[src/rtl/exotiny_console_tx_if.sv]
// rtl/exotiny_console_tx_if.sv - Wishbone register port bundle for the console transmitter
//
// Purpose: groups the single-register-window Wishbone signals of exotiny_console_tx.
// Signals:
//   wb_stb   strobe, held by the initiator until wb_ack
//   wb_we    1 = write, 0 = read
//   wb_adr   register select: 0 = TXDATA, 1 = STATUS
//   wb_wdat  write data, only [7:0] used
//   wb_rdat  read data, valid while wb_ack = 1
//   wb_ack   single-cycle acknowledge
interface exotiny_console_tx_if;
  logic        wb_stb;
  logic        wb_we;
  logic        wb_adr;
  logic [31:0] wb_wdat;
  logic [31:0] wb_rdat;
  logic        wb_ack;

  modport master (output wb_stb, wb_we, wb_adr, wb_wdat, input wb_rdat, wb_ack);
  modport slave  (input wb_stb, wb_we, wb_adr, wb_wdat, output wb_rdat, wb_ack);
endinterface

[src/rtl/exotiny_console_tx.sv]
// rtl/exotiny_console_tx.sv - console byte FIFO, 8N1 UART transmitter and end-of-test marker detector
//
// Purpose: accepts byte stores on a Wishbone responder, queues them in a FIFO and
// serialises them as 8N1 UART. Watches the accepted byte stream for "DONE"/"ERR".
// Ports:
//   clk_i   system clock
//   rst_in  asynchronous reset, active low
//   wb      Wishbone responder (slave modport of exotiny_console_tx_if)
//   tx_o    UART serial out, idle high
//   done_o  sticky, last four accepted bytes were "DONE"
//   err_o   sticky, last three accepted bytes were "ERR"
module exotiny_console_tx #(
  parameter int DEPTH  = 16,
  parameter int CLKDIV = 4
) (
  input  logic                       clk_i,
  input  logic                       rst_in,
  exotiny_console_tx_if.slave        wb,
  output logic                       tx_o,
  output logic                       done_o,
  output logic                       err_o
);

  localparam int PTR_W = $clog2(DEPTH);
  localparam int LVL_W = $clog2(DEPTH + 1);
  localparam int CNT_W = $clog2(CLKDIV);
  localparam logic [CNT_W-1:0] CNT_RELOAD = CNT_W'(CLKDIV - 1);
  localparam logic [LVL_W-1:0] LVL_FULL   = LVL_W'(DEPTH);

  typedef enum logic [1:0] {S_IDLE, S_START, S_DATA, S_STOP} state_e;

  state_e            state_q, state_d;
  logic [CNT_W-1:0]  cnt_q, cnt_d;
  logic [2:0]        bit_q, bit_d;
  logic [7:0]        shift_q, shift_d;
  logic [PTR_W-1:0]  rd_ptr_q, rd_ptr_d, wr_ptr_q, wr_ptr_d;
  logic [LVL_W-1:0]  level_q, level_d;
  logic              ack_q, ack_d;
  logic [31:0]       rdat_q, rdat_d;
  logic [31:0]       marker_q, marker_d;
  logic              done_q, done_d, err_q, err_d;
  logic [7:0]        mem_q [DEPTH];

  logic              full, empty, busy, accept, push, pop, bit_end;
  logic [31:0]       status;
  logic              unused_wdat;

  assign unused_wdat = ^wb.wb_wdat[31:8];

  assign full    = (level_q == LVL_FULL);
  assign empty   = (level_q == '0);
  assign busy    = (state_q != S_IDLE);
  assign bit_end = (cnt_q == '0);
  // A TXDATA write while full is simply not accepted yet; the initiator keeps strobing.
  assign accept  = wb.wb_stb & ~ack_q & (~wb.wb_we | wb.wb_adr | ~full);
  assign push    = accept & wb.wb_we & ~wb.wb_adr;
  assign status  = {16'h0, 8'(level_q), 3'b000, err_q, done_q, busy, empty, full};

  // State register
  always_ff @(posedge clk_i or negedge rst_in) begin
    if (!rst_in) begin
      state_q  <= S_IDLE;
      cnt_q    <= '0;
      bit_q    <= '0;
      shift_q  <= '0;
      rd_ptr_q <= '0;
      wr_ptr_q <= '0;
      level_q  <= '0;
      ack_q    <= 1'b0;
      rdat_q   <= '0;
      marker_q <= '0;
      done_q   <= 1'b0;
      err_q    <= 1'b0;
    end else begin
      state_q  <= state_d;
      cnt_q    <= cnt_d;
      bit_q    <= bit_d;
      shift_q  <= shift_d;
      rd_ptr_q <= rd_ptr_d;
      wr_ptr_q <= wr_ptr_d;
      level_q  <= level_d;
      ack_q    <= ack_d;
      rdat_q   <= rdat_d;
      marker_q <= marker_d;
      done_q   <= done_d;
      err_q    <= err_d;
    end
  end

  // FIFO storage needs no reset: level_q alone says which entries are valid.
  always_ff @(posedge clk_i) begin
    if (push) mem_q[wr_ptr_q] <= wb.wb_wdat[7:0];
  end

  // Next-state logic: UART sequencer, FIFO bookkeeping, bus response, markers
  always_comb begin
    state_d = state_q;
    cnt_d   = cnt_q;
    bit_d   = bit_q;
    shift_d = shift_q;
    pop     = 1'b0;

    unique case (state_q)
      S_IDLE: begin
        if (!empty) begin
          pop     = 1'b1;
          shift_d = mem_q[rd_ptr_q];
          cnt_d   = CNT_RELOAD;
          state_d = S_START;
        end
      end
      S_START: begin
        if (bit_end) begin
          cnt_d   = CNT_RELOAD;
          bit_d   = '0;
          state_d = S_DATA;
        end else begin
          cnt_d = cnt_q - CNT_W'(1);
        end
      end
      S_DATA: begin
        if (bit_end) begin
          cnt_d   = CNT_RELOAD;
          shift_d = shift_q >> 1;
          bit_d   = bit_q + 3'd1;
          if (bit_q == 3'd7) state_d = S_STOP;
        end else begin
          cnt_d = cnt_q - CNT_W'(1);
        end
      end
      S_STOP: begin
        if (bit_end) begin
          // Chain straight into the next START so queued bytes leave with no idle gap.
          if (!empty) begin
            pop     = 1'b1;
            shift_d = mem_q[rd_ptr_q];
            cnt_d   = CNT_RELOAD;
            state_d = S_START;
          end else begin
            state_d = S_IDLE;
          end
        end else begin
          cnt_d = cnt_q - CNT_W'(1);
        end
      end
      default: state_d = S_IDLE;
    endcase

    wr_ptr_d = wr_ptr_q + PTR_W'(push);
    rd_ptr_d = rd_ptr_q + PTR_W'(pop);
    level_d  = level_q;
    if (push && !pop) level_d = level_q + LVL_W'(1);
    if (pop && !push) level_d = level_q - LVL_W'(1);

    ack_d  = accept;
    rdat_d = (accept && !wb.wb_we && wb.wb_adr) ? status : 32'h0;

    marker_d = push ? {marker_q[23:0], wb.wb_wdat[7:0]} : marker_q;
    // Compared one cycle after the shift, so the flags trail the last ack by one cycle.
    done_d   = done_q | (marker_q == 32'h444F_4E45);
    err_d    = err_q  | (marker_q[23:0] == 24'h45_5252);
  end

  // Output logic
  always_comb begin
    unique case (state_q)
      S_START: tx_o = 1'b0;
      S_DATA:  tx_o = shift_q[0];
      default: tx_o = 1'b1;
    endcase
    wb.wb_ack  = ack_q;
    wb.wb_rdat = rdat_q;
    done_o     = done_q;
    err_o      = err_q;
  end

endmodule
[src/flat_wrapper.sv]
// flat-port wrapper written by rule: the top's interface ports become plain ports
module exotiny_console_tx_flat 
#(
  parameter int DEPTH  = 16,
  parameter int CLKDIV = 4
)
  (clk_i, rst_in, tx_o, done_o, err_o, wb_wb_stb, wb_wb_we, wb_wb_adr, wb_wb_wdat, wb_wb_rdat, wb_wb_ack);
  exotiny_console_tx_if wb_i ();
  input  logic clk_i;
  input  logic rst_in;
  output logic tx_o;
  output logic done_o;
  output logic err_o;
  input wire logic [$bits(wb_i.wb_stb)-1:0] wb_wb_stb;
  input wire logic [$bits(wb_i.wb_we)-1:0] wb_wb_we;
  input wire logic [$bits(wb_i.wb_adr)-1:0] wb_wb_adr;
  input wire logic [$bits(wb_i.wb_wdat)-1:0] wb_wb_wdat;
  output wire logic [$bits(wb_i.wb_rdat)-1:0] wb_wb_rdat;
  output wire logic [$bits(wb_i.wb_ack)-1:0] wb_wb_ack;
  assign wb_i.wb_stb = wb_wb_stb;
  assign wb_i.wb_we = wb_wb_we;
  assign wb_i.wb_adr = wb_wb_adr;
  assign wb_i.wb_wdat = wb_wb_wdat;
  assign wb_wb_rdat = wb_i.wb_rdat;
  assign wb_wb_ack = wb_i.wb_ack;
  exotiny_console_tx #(.DEPTH(DEPTH), .CLKDIV(CLKDIV)) u_core (.clk_i(clk_i), .rst_in(rst_in), .wb(wb_i), .tx_o(tx_o), .done_o(done_o), .err_o(err_o));
endmodule
[config.mk]
export PLATFORM = sky130hd
export DESIGN_NAME = exotiny_console_tx_flat
export DESIGN_NICKNAME = d
export VERILOG_FILES = /design/src/rtl/exotiny_console_tx_if.sv /design/src/rtl/exotiny_console_tx.sv /design/src/flat_wrapper.sv
export SDC_FILE = /design/constraint.sdc
export NUM_CORES = 1
export LEC_CHECK = 0
export ABC_AREA = 1
export CAP_MARGIN = 30
export CORE_MARGIN = 8
export CORE_UTILIZATION = 38
export DETAILED_ROUTE_END_ITERATION = 8
export SLEW_MARGIN = 20
export SYNTH_ARGS = -nofsm -noshare
export SYNTH_HDL_FRONTEND = slang
export SYNTH_SLANG_ARGS = --single-unit
[constraint.sdc]
create_clock -name clk_i -period 4.8 [get_ports clk_i]
set_clock_uncertainty 0.2 [all_clocks]
set_input_delay 0.72 -clock clk_i [delete_from_list [all_inputs] [get_ports clk_i]]
set_output_delay 0.72 -clock clk_i [all_outputs]
set_load 0.005 [all_outputs]
==> metrics.md <==
| Metric | Value |
|---|---|
| Status | complete, no violations |
| FF/Latch Area | 5670 um2 |
| DRC Markers | 0 |
| Die footprint | 28100 um2 |
| DR vias/cell | 4.94 |
| Leak | 3.93 nW |
| Fill cells | 2122 |
| Fin crit period | 2.97 ns |
| Setup tns final | 0 ns |
| Main flop type after synthesis | edfxtp_1 |
| RSZ-0062 raised after global routing | false |
| Total Nets Final | 876 |
| Mapped Area | 8740 um2 |
| CTS Buf Count | 23 |
| PortBufs | 26 |
| CTS resizes | 0 |
| Area contributors post-synth | edfxtp_1 (44%), dfrtp_1 (21%), nand2_1 (5.8%) |
| Clock tree sinks | 201 |
| R2R cell count | 14 |
| Die height | 168 um |
| DR vias | 5557 |
| Initial core utilization | 38.6% |
| Synth Instances | 798 |
| Total grt overflow | 0 |
| Hold violation count in the final report | 0 |
| Share of cells above drive strength 1 | 7.97% |
| Vias in the first global route | 5458 |
| Layout area overhead | 13.2% |
| GP Congestion | 0.797 |
| # setup viols final | 0 |
| Synth warnings | 0 |
| CP max FO | 32 |
| Top Ports | 73 |
| Worst hold path type | register to register |
| WP data required | 4.74 ns |
| DRT Wirelength | 18.0 mm |
| Clock Tree Buf Depth | 3 |
| Top sig layer | met4 |
| Max IR drop VDD | 315 uV |
| Post-DR wirelength/cell | 16.0 um |
| Die width | 168 um |
| Sequential share of the synthesized area | 64.9% |
| Global-route wire length before repair | 29.2 mm |
| Hold depth | 2 |
| DR iter-0 viols | 437 |
| Final period util | 61.8% |
| Core area | 22600 um2 |
| RR Startpoint | u_core.level_q[0] |
| Largest net degree at the start of global routing | 54 |
| Startpoint types | input pin |
| Crit path DAT | 2.90 ns |
| Worst Setup End Kind | register |
| Post-synth EDFFs | 128 |
| Max Slew Vio Count | 0 |
| Initial antenna violation count | 0 |
| Crit path launch | wb_wb_we |
| HP Start | u_core.done_o |
| Top cell type's share of synthesized area | 44.0% |
| Top cells by count, synth | nand2_1 (136), edfxtp_1 (128), nor2_1 (109) |
| Synth cell types | 43 |
| Root buf cell | clkbuf_16 |
| Number of H-tree levels | 1 |
| Antenna-violating nets left | 0 |
| Top-count cell post-synth | nand2_1 |
| # diodes | 0 |
| Routed wl met2 | 8.35 mm |
| First drt pass iteration count | 5 |
| Synth area leader | edfxtp_1 |
| HPWL after DPL | 11.2 mm |
| Max_cap viols | 0 |
| CTS tree | built |
| PD cells | 578 nW/um2 |
| Metal3 WL | 1.09 mm |
| Multi-input gate area | 2540 um2 |
| Synthesis-stage register bit count | 201 |
| Clock Pin Slew Worst Setup and Hold Paths | 0.05 ns |
| Max Freq | 0.337 GHz |
| Global-route total usage across every layer | 12.9% |
| WS Path Type | input pin to register |
| Met1 WL | 8.10 mm |
| Slew @ Worst Pin | 0.939 ns |
| # rows | 55 |
| Mean Syn Cell Area | 11.0 um2 |
| Later-pin clock latency in the skew report | 0.51 ns |
| Slew Limit Headroom | 37.3% |
| Hold Slack | 0.275 ns |
| Share of synthesized registers carrying an async set or reset | 36.3% |
cells in the final DEF, fill, tap and decap left out, types with 3 or more instances in the layout:
cell type	instances
buf_4	6
edfxtp_1	128
ha_1	15
clkinv_2	4
o211ai_1	22
o21ai_1	5
xnor2_1	3
o2111ai_1	7
nor2_1	109
clkdlybuf4s50_1	25
nand3_2	6
o22ai_1	8
nor4_1	4
inv_2	4
clkbuf_1	3
conb_1	22
dfrtp_1	72
o21ai_0	77
nand4_1	9
nand2_1	136
clkinv_1	7
nor2_2	4
xor2_1	6
a21oi_1	14
clkbuf_16	23
inv_1	65
nand3_1	27
per-layer routing:
layer  track usage, %  up-vias
met3             2.49       31
met5                0        -
met2             20.5      142
li1                 -     2727
met4             4.31        0
met1             17.4     2657
cell families (layout without fill, tap and decap cells):
group | count (synthesis) | after routing | synth area share (%)
adder cells (fa/ha/maj) | 15 | 15 | 2.15
buffers and inverters | 124 | 146 | 7.01
AO/OA/AOI/OAI | 140 | 140 | 9.35
AND/OR/NAND/NOR | 308 | 308 | 15.7
other | 1 | 22 | 0.0429
XOR/XNOR | 9 | 9 | 0.902
flip-flops | 201 | 201 | 64.9
flip-flops by register name, indices dropped and copies added, names as in the netlist:
name,cells
u_core.wb.wb_rdat,10
u_core.level_q,5
u_core.wr_ptr_q,4
u_core.done_o,1
u_core.mem_q,128
u_core.state_q,2
u_core.wb.wb_ack,1
u_core.cnt_q,2
u_core.shift_q,8
u_core.marker_q,32
u_core.rd_ptr_q,4
u_core.bit_q,3
u_core.err_o,1
timing repair:
| item | CTS | global route |
|---|---|---|
| setup buffers | 0 | 0 |
| hold buffers | 1 | 0 |
| hold endpoints to repair | 20 | 0 |
per-stage QoR:
stage	instance area, um2	worst slack [ns]	power (mW)	util [%]	std cells
2_1_floorplan	8820	2.14	3.67	-	819
3_3_place_gp	9120	1.28	4.06	40.3	1081
3_5_place_dp	9150	1.26	4.11	40.4	1082
4_1_cts	9870	1.79	5.75	43.6	1125
5_1_grt	9890	1.65	6.12	43.7	1126
6_report	9890	1.83	5.72	43.7	1126
layout make-up:
cell class	count	area share [%]
tap	285	3.60
sequential	201	57.3
multi-input combinational	494	25.6
clock inverter	15	1.06
timing repair buffer	34	3.64
inverter	70	2.66
clock buffer	27	6.07
worst max-delay path, stage by stage:
cell             delay (ns)
clkdlybuf4s50_1        0.45
inv_1                  0.06
nor2_1                 0.17
nand3_4                0.14
inv_2                  0.40
nand3_1                0.28
nor2_1                 0.67
final timing paths:
kind / slack (ns) / endpoint
max reg2reg: 2.03 / u_core.level_q[4]
max in group asynchronous: 3.36 / u_core.rd_ptr_q[0]
min in group asynchronous: 0.46 / u_core.marker_q[20]
max: 1.83 / u_core.mem_q[9][5]
min: 0.28 / u_core.done_o
min reg2reg: 0.28 / u_core.done_o
report_power, final:
group	internal, mW	total (mW)	switching (mW)
combinational	0.629	1.83	1.20
sequential	2.08	2.26	0.179
clock	0.949	1.63	0.678
total	3.66	5.72	2.06
Note: power is estimated with default switching activity, not from simulation.
